**src/rtl/draw_request_queue.sv**
```systemverilog
// draw_request_queue
//
// Buffers 4x4 square draw/erase requests from the game logic and hands them
// one at a time to the square4x4 sequencer. The head entry's x, y and colour
// are held in output registers for the whole burst. The entry is popped only
// after the drawer's plot signal has risen and then fallen again.
//
// Optional feature macro: DRAW_REQUEST_QUEUE_ERASE_EN
//   defined   : the erase bit is stored, and an erase request launches with
//               sq_colour = 3'b000
//   undefined : req_erase is ignored and 18-bit entries are stored
//
// Ports:
//   clk        system clock
//   resetn     asynchronous, active-low reset
//   req_valid  producer presents a request this cycle
//   req_x      square top-left x (0..159)
//   req_y      square top-left y (0..119)
//   req_colour RGB colour
//   req_erase  erase request (only meaningful with the erase macro)
//   req_ready  queue can accept (count < DEPTH)
//   sq_go      start request to the square drawer
//   sq_plot    drawer's plot output, high while pixels are written
//   sq_x       x to the datapath
//   sq_y       y to the datapath
//   sq_colour  colour to the datapath
//   count      queued entries, including the one in flight
//   busy       FSM not idle or queue not empty

module draw_request_queue #(
    parameter int DEPTH = 8,
    parameter int AW    = 3
) (
    input  logic          clk,
    input  logic          resetn,
    input  logic          req_valid,
    input  logic [7:0]    req_x,
    input  logic [6:0]    req_y,
    input  logic [2:0]    req_colour,
    input  logic          req_erase,
    output logic          req_ready,
    output logic          sq_go,
    input  logic          sq_plot,
    output logic [7:0]    sq_x,
    output logic [6:0]    sq_y,
    output logic [2:0]    sq_colour,
    output logic [AW:0]   count,
    output logic          busy
);

    localparam logic [1:0] IDLE   = 2'd0;
    localparam logic [1:0] LAUNCH = 2'd1;
    localparam logic [1:0] DRAW   = 2'd2;

`ifdef DRAW_REQUEST_QUEUE_ERASE_EN
    localparam int EW = 19;
`else
    localparam int EW = 18;
`endif

    localparam logic [AW:0] FULL_COUNT = (AW+1)'(DEPTH);

    logic [EW-1:0] mem [DEPTH];
    logic [AW-1:0] wr_ptr;
    logic [AW-1:0] rd_ptr;
    logic [1:0]    state;
    logic          push;
    logic          pop;
    logic [EW-1:0] wr_entry;
    logic [EW-1:0] head;

    // Ready comes from the registered count only, so a pop on the same edge
    // never opens a slot in a full queue within that cycle.
    assign req_ready = (count != FULL_COUNT);
    assign push      = req_valid && req_ready;
    // The head leaves the queue on the first edge that sees plot low after
    // the drawer has started writing pixels.
    assign pop       = (state == DRAW) && !sq_plot;
    assign busy      = (state != IDLE) || (count != '0);
    assign head      = mem[rd_ptr];

`ifdef DRAW_REQUEST_QUEUE_ERASE_EN
    assign wr_entry = {req_erase, req_colour, req_y, req_x};
`else
    logic unused_erase;
    assign unused_erase = req_erase;
    assign wr_entry     = {req_colour, req_y, req_x};
`endif

    // Storage array has no reset; validity is tracked by the pointers/count.
    always_ff @(posedge clk) begin
        if (push) begin
            mem[wr_ptr] <= wr_entry;
        end
    end

    // Pointers wrap naturally because DEPTH is a power of two.
    always_ff @(posedge clk or negedge resetn) begin
        if (!resetn) begin
            wr_ptr <= '0;
            rd_ptr <= '0;
            count  <= '0;
        end else begin
            if (push) begin
                wr_ptr <= wr_ptr + AW'(1);
            end
            if (pop) begin
                rd_ptr <= rd_ptr + AW'(1);
            end
            case ({push, pop})
                2'b10:   count <= count + (AW+1)'(1);
                2'b01:   count <= count - (AW+1)'(1);
                default: count <= count;
            endcase
        end
    end

    // Sequencer handshake. The square outputs are loaded only when leaving
    // IDLE, so they stay frozen for the whole LAUNCH/DRAW burst. sq_go is a
    // flop that mirrors the LAUNCH state.
    always_ff @(posedge clk or negedge resetn) begin
        if (!resetn) begin
            state     <= IDLE;
            sq_go     <= 1'b0;
            sq_x      <= '0;
            sq_y      <= '0;
            sq_colour <= '0;
        end else begin
            case (state)
                IDLE: begin
                    if (count != '0) begin
                        sq_x  <= head[7:0];
                        sq_y  <= head[14:8];
`ifdef DRAW_REQUEST_QUEUE_ERASE_EN
                        sq_colour <= head[18] ? 3'b000 : head[17:15];
`else
                        sq_colour <= head[17:15];
`endif
                        sq_go <= 1'b1;
                        state <= LAUNCH;
                    end
                end
                LAUNCH: begin
                    if (sq_plot) begin
                        sq_go <= 1'b0;
                        state <= DRAW;
                    end
                end
                DRAW: begin
                    if (!sq_plot) begin
                        state <= IDLE;
                    end
                end
                default: begin
                    sq_go <= 1'b0;
                    state <= IDLE;
                end
            endcase
        end
    end

endmodule

```
**config.mk**
```make
export PLATFORM = sky130hd
export DESIGN_NAME = draw_request_queue
export DESIGN_NICKNAME = d
export VERILOG_FILES = /design/src/rtl/draw_request_queue.sv
export SDC_FILE = /design/constraint.sdc
export NUM_CORES = 1
export LEC_CHECK = 0
export ABC_AREA = 1
export ABC_CLOCK_PERIOD_IN_PS = 3500
export CAP_MARGIN = 20
export CORE_MARGIN = 1
export CORE_UTILIZATION = 63
export DETAILED_ROUTE_END_ITERATION = 8
export PLACE_DENSITY = 0.88
export SKIP_CTS_REPAIR_TIMING = 1
export SKIP_LAST_GASP = 1
export SYNTH_ARGS = -nofsm -noshare
export SYNTH_HDL_FRONTEND = slang
export SYNTH_SLANG_ARGS = --single-unit
```
**constraint.sdc**
```tcl
create_clock -name clk -period 3.5 [get_ports clk]
set_clock_uncertainty 0.2 [all_clocks]
set_input_delay 0.7 -clock clk [delete_from_list [all_inputs] [get_ports clk]]
set_output_delay 0.7 -clock clk [all_outputs]
set_load 0.01 [all_outputs]
```
# --- Yosys cells after proc, flatten, opt, wreduce, memory -nomap -nowiden ---
# Memories as Yosys holds them, arrays and structs flattened. A register that Yosys moved wholly into a read port is not among the register bits.
# Cells that the tools add are included.
# Widths: inputs -> output; s select.
classes:
  muxes: 10
  n_bitwise: 1
  n_eq_ne: 8
  n_reduce_logical: 12
  addsub: 4
ops:
  columns: ["op", "n"]
  rows:
  - ["$pmux 4 s2", 1]
  - ["$add 3x1->3 const B", 2]
  - ["$mux 2", 3]
  - ["$ne 2x2->1 const B", 3]
  - ["$pmux 2 s3", 1]
  - ["$reduce_and 3->1", 2]
  - ["$add 4x1->4 const B", 1]
  - ["$eq 2x1->1 const B", 2]
  - ["$eq 2x2->1 const B", 2]
  - ["$mux 1", 4]
  - ["$ne 4x4->1 const B", 1]
  - ["$reduce_bool 2->1", 2]
  - ["$reduce_bool 4->1", 1]
  - ["$sub 4x1->4 const B", 1]
  - ["$pmux 1 s3", 1]
  - ["$logic_and 1x1->1", 2]
  - ["$logic_not 1->1", 2]
  - ["$logic_not 2->1", 1]
  - ["$reduce_and 2->1", 1]
  - ["$logic_or 1x1->1", 1]
  - ["$not 1->1", 1]
totals:
  input_bits: 23
  memories: 1
  out_inout_bits: 25
  wordCells: 41
  ramBits: 144
  ff_bits: 13
mem_list:
  columns: ["memory", "depth", "word_bits", "read_ports", "rd_clocked_by_memory_dff", "write_ports", "line_no", "text"]
  rows:
  - ["mem", 8, 18, 1, 1, 1, "63", "logic [EW-1:0] mem [DEPTH];"]

# --- Longest topological paths before layout ---
logic_depth:
  word_depth: 4
  mapped_depth: 13
  ltp_nobuf: 13

# --- Worst setup path before layout ---
# No wires, ideal clock.
synth_path:
  path_kind: "flip-flop to flip-flop"
  start: "register count[0]"
  end: "memory mem[0][0] (enable)"
  t_required_ns: 2.907
  path_stages_with_launch: 6
  synth_period_minus_slack_ns: 2.525
  n_path_buf: 0
  arrival_time_ns: 1.933
  path_slack_ns: 0.975
  setup_ns: 0.393
  path_cell_list: "dfrtp_1 -> nor2_2 -> nand3_1 -> nand2_1 -> or2_1 -> nor2_1"
synth_via:
  elab_chain_len: 4
synth_lines:
  columns: ["item", "line_no", "text"]
  rows:
  - ["start: declaration", "47", "output logic [AW:0] count,"]
  - ["start signal: assignment", "111", "2'b10: count <= count + (AW+1)'(1);"]
  - ["start signal: assignment", "112", "2'b01: count <= count - (AW+1)'(1);"]
  - ["start signal: assignment", "113", "default: count <= count;"]
  - ["$ne 4x4->1", "74", "assign req_ready = (count != FULL_COUNT);"]
  - ["named net req_ready", "41", "output logic req_ready,"]
  - ["$logic_and 1x1->1", "75", "assign push = req_valid && req_ready;"]
  - ["$mux 1", "92", "if (push) begin"]
  - ["$mux 1 (implied by the code)", "93", "mem[wr_ptr] <= wr_entry;"]
  - ["end: declaration", "63", null]
# The timed path passes the listed nets, and every way through them passes these cells.

# --- Final worst setup path ---
layout_path:
  start: "register count[0]"
  end: "output port busy"
layout_via:
  elab_chain_len: 2
layout_lines:
  columns: ["item", "line_no", "text"]
  rows:
  - ["$reduce_bool 4->1", "79", "assign busy = (state != IDLE) || (count != '0);"]
  - ["$logic_or 1x1->1", "79", null]
  - ["end: declaration", "48", "output logic busy"]
# No other way between the ends.

==> results.cfg <==
[outcome]
status = completed

[critical_path]
crit_family = simple AND/OR/NAND/NOR gates
worstPathRequired_ns = 2.60
cp_slowest_cell = clkdlybuf4s50_1
end_kind = primary output
max_stage_delay_ns = 0.48
crit_type = flip-flop to primary output
arrival_ns = 2.05
cp_cell_sequence = nor2_2 -> nand3_1 -> or2_2 -> clkdlybuf4s50_1
cp_max_fo = 5
cp-start-kind = flip-flop
critPathBufInv = 1

[synth]
synth.most_common_cell = nor2_1
yosysTopAreaCellShare = 0.6155
ys_seq_area_frac = 0.7259
synth.avg_cell_area_sq_um = 11.81
synth_enable_flop_cells = 144
yosys-top-cells-area = edfxtp_1, dfrtp_1, nor2_1
syn_area_sq_um = 7025
syn-num-nets = 623
synth_common_cells = nor2_1, edfxtp_1, o21ai_0, nand2_1, nand3_1
synthFlopType = edfxtp_1
async_reset_ff_frac = 0.1771
synth-seq-cells = 175
synth.distinct_cells = 26
syn-instance-count = 595
yosysTopAreaCell = edfxtp_1
ys_warn_count = 0

[final_layout]
diodes = 0
final_util = 0.7575
synthToLayoutAreaGrowth_pct = 16.88
fin_nets = 675
fillers = 604
regArea_sq_um = 5101
multi_input_area_sq_um = 1713
fin_area_sq_um = 8212
drive_above_1_share = 0.09091
finalNonFillerCells = 800

[pwr]
ir_drop_uv = 795.3
total_power_mw = 7.294
power_density_nw_per_um2 = 888.3
p_leak_nw = 3.011

[placement]
routabilityCongestion = 0.8397
io_buffers = 46
dp_cells = 768
dp_hpwl_um = 8437
place_ws_ns = 0.6686
place_area_sq_um = 7626

[die]
die_w_um = 107.6
row_count = 38
die_area_sq_um = 11580
die_h_um = 107.6
top_level_ports = 48
core_sq_um = 10840
start_util = 0.6481

[drt]
drt_iter0_drc = 576
ant_nets = 0
routed_wl_um = 16230
via_count = 4870
dr.pass1.iters = 6
wl_per_cell_um = 20.29
drc = 0
via_per_inst = 6.088

[clocking]
cts-root-buf = clkbuf_8
clk-insertion-delay-late_ns = 0.54
cts.clk_slew.worst_paths_ns = 0.07
cts_max_level = 4
cts_buffers = 17
clock_path_buffers = 2
numClockSinks = 175
cts_tree = done

[grt]
grt_max_degree = 74
grt_usage = 0.3023
antenna_found_initial = 0
grt_pass1_wl_um = 25170
grt_pass1_vias = 4834
grt-ovfl-total = 0

[timing]
fin_crit_sh = 0.8426
tns_ns = 0
setup_violations = 0
rsz0062_at_grt = false
period_needed_ns = 2.949
hold_viol = 0
tightestPinTransition_ns = 1.071
maxSlewHeadroom = 0.2852
timing.fmax_mhz = 339.1
fin_ws_ns = 0.5510
slew_violations = 0
hold_ws_ns = 0.2798

[job]
drv_cap = 0

[worst_hold_path]
hp-class = flip-flop to flip-flop
sequential cells by signal, indices dropped and copies added (netlist names):
register / cells
state: 2
sq_y: 7
wr_ptr: 3
sq_go: 1
rd_ptr: 3
sq_x: 8
count: 4
mem: 144
sq_colour: 3
area by class of cell:
type / count / share of cell area
Multi-Input combinational cell: 375 / 0.2086
Inverter: 17 / 0.007771
Timing Repair Buffer: 61 / 0.06979
Tap cell: 140 / 0.02133
Clock inverter: 15 / 0.02087
Clock buffer: 17 / 0.05043
Sequential cell: 175 / 0.6212
per-layer routing:
metal  wire length, um  GRT usage  up-vias
li1                  -          -     2158
met4               407     0.1370        0
met5                 0          0        -
met3              1676    0.07264       46
met1              5861     0.3833     2303
met2              8283     0.4959      363
cells in the final DEF, fill, tap and decap left out, types with 4 or more instances in the layout:
| cell type | Yosys | routed |
|---|---|---|
| a21oi_1 | 4 | 4 |
| buf_4 | 0 | 15 |
| clkbuf_16 | 0 | 16 |
| clkdlybuf4s50_1 | 0 | 46 |
| clkinvlp_4 | 0 | 8 |
| dfrtp_1 | 31 | 30 |
| edfxtp_1 | 144 | 144 |
| ha_1 | 5 | 5 |
| inv_1 | 12 | 12 |
| inv_2 | 4 | 4 |
| nand2_1 | 59 | 59 |
| nand3_1 | 57 | 57 |
| nand3_2 | 5 | 5 |
| nor2_1 | 158 | 158 |
| o21ai_0 | 72 | 72 |
report_power, final:
| part | internal [mW] | switching [mW] | total (mW) |
|---|---|---|---|
| combinational | 0.882 | 1.67 | 2.56 |
| sequential | 2.68 | 0.187 | 2.87 |
| clock | 1.08 | 0.792 | 1.87 |
final timing paths:
path	start	to	slack (ns)	cells past startpoint
max	count[0]	busy	0.55	4
min	sq_y[2]	sq_y[2]	0.28	2
max reg2reg	count[0]	count[2]	1.07	10
min reg2reg	sq_y[2]	sq_y[2]	0.28	2
max in group asynchronous	resetn	rd_ptr[0]	2.36	2
min in group asynchronous	resetn	count[0]	0.40	2
logic make-up after synthesis:
group	synth area share
AO/OA/AOI/OAI	0.06020
XOR/XNOR	0.006234
adder cells (fa/ha/maj)	0.008905
buffers and inverters	0.03028
flip-flops	0.7259
AND/OR/NAND/NOR	0.1685
tightest hold or removal path: stages, from the launching register on:
cell and delay, ns:
dfrtp_1 0.34, nand2_1 0.05, nand2_1 0.05
Power figures use the tool's default switching activity.
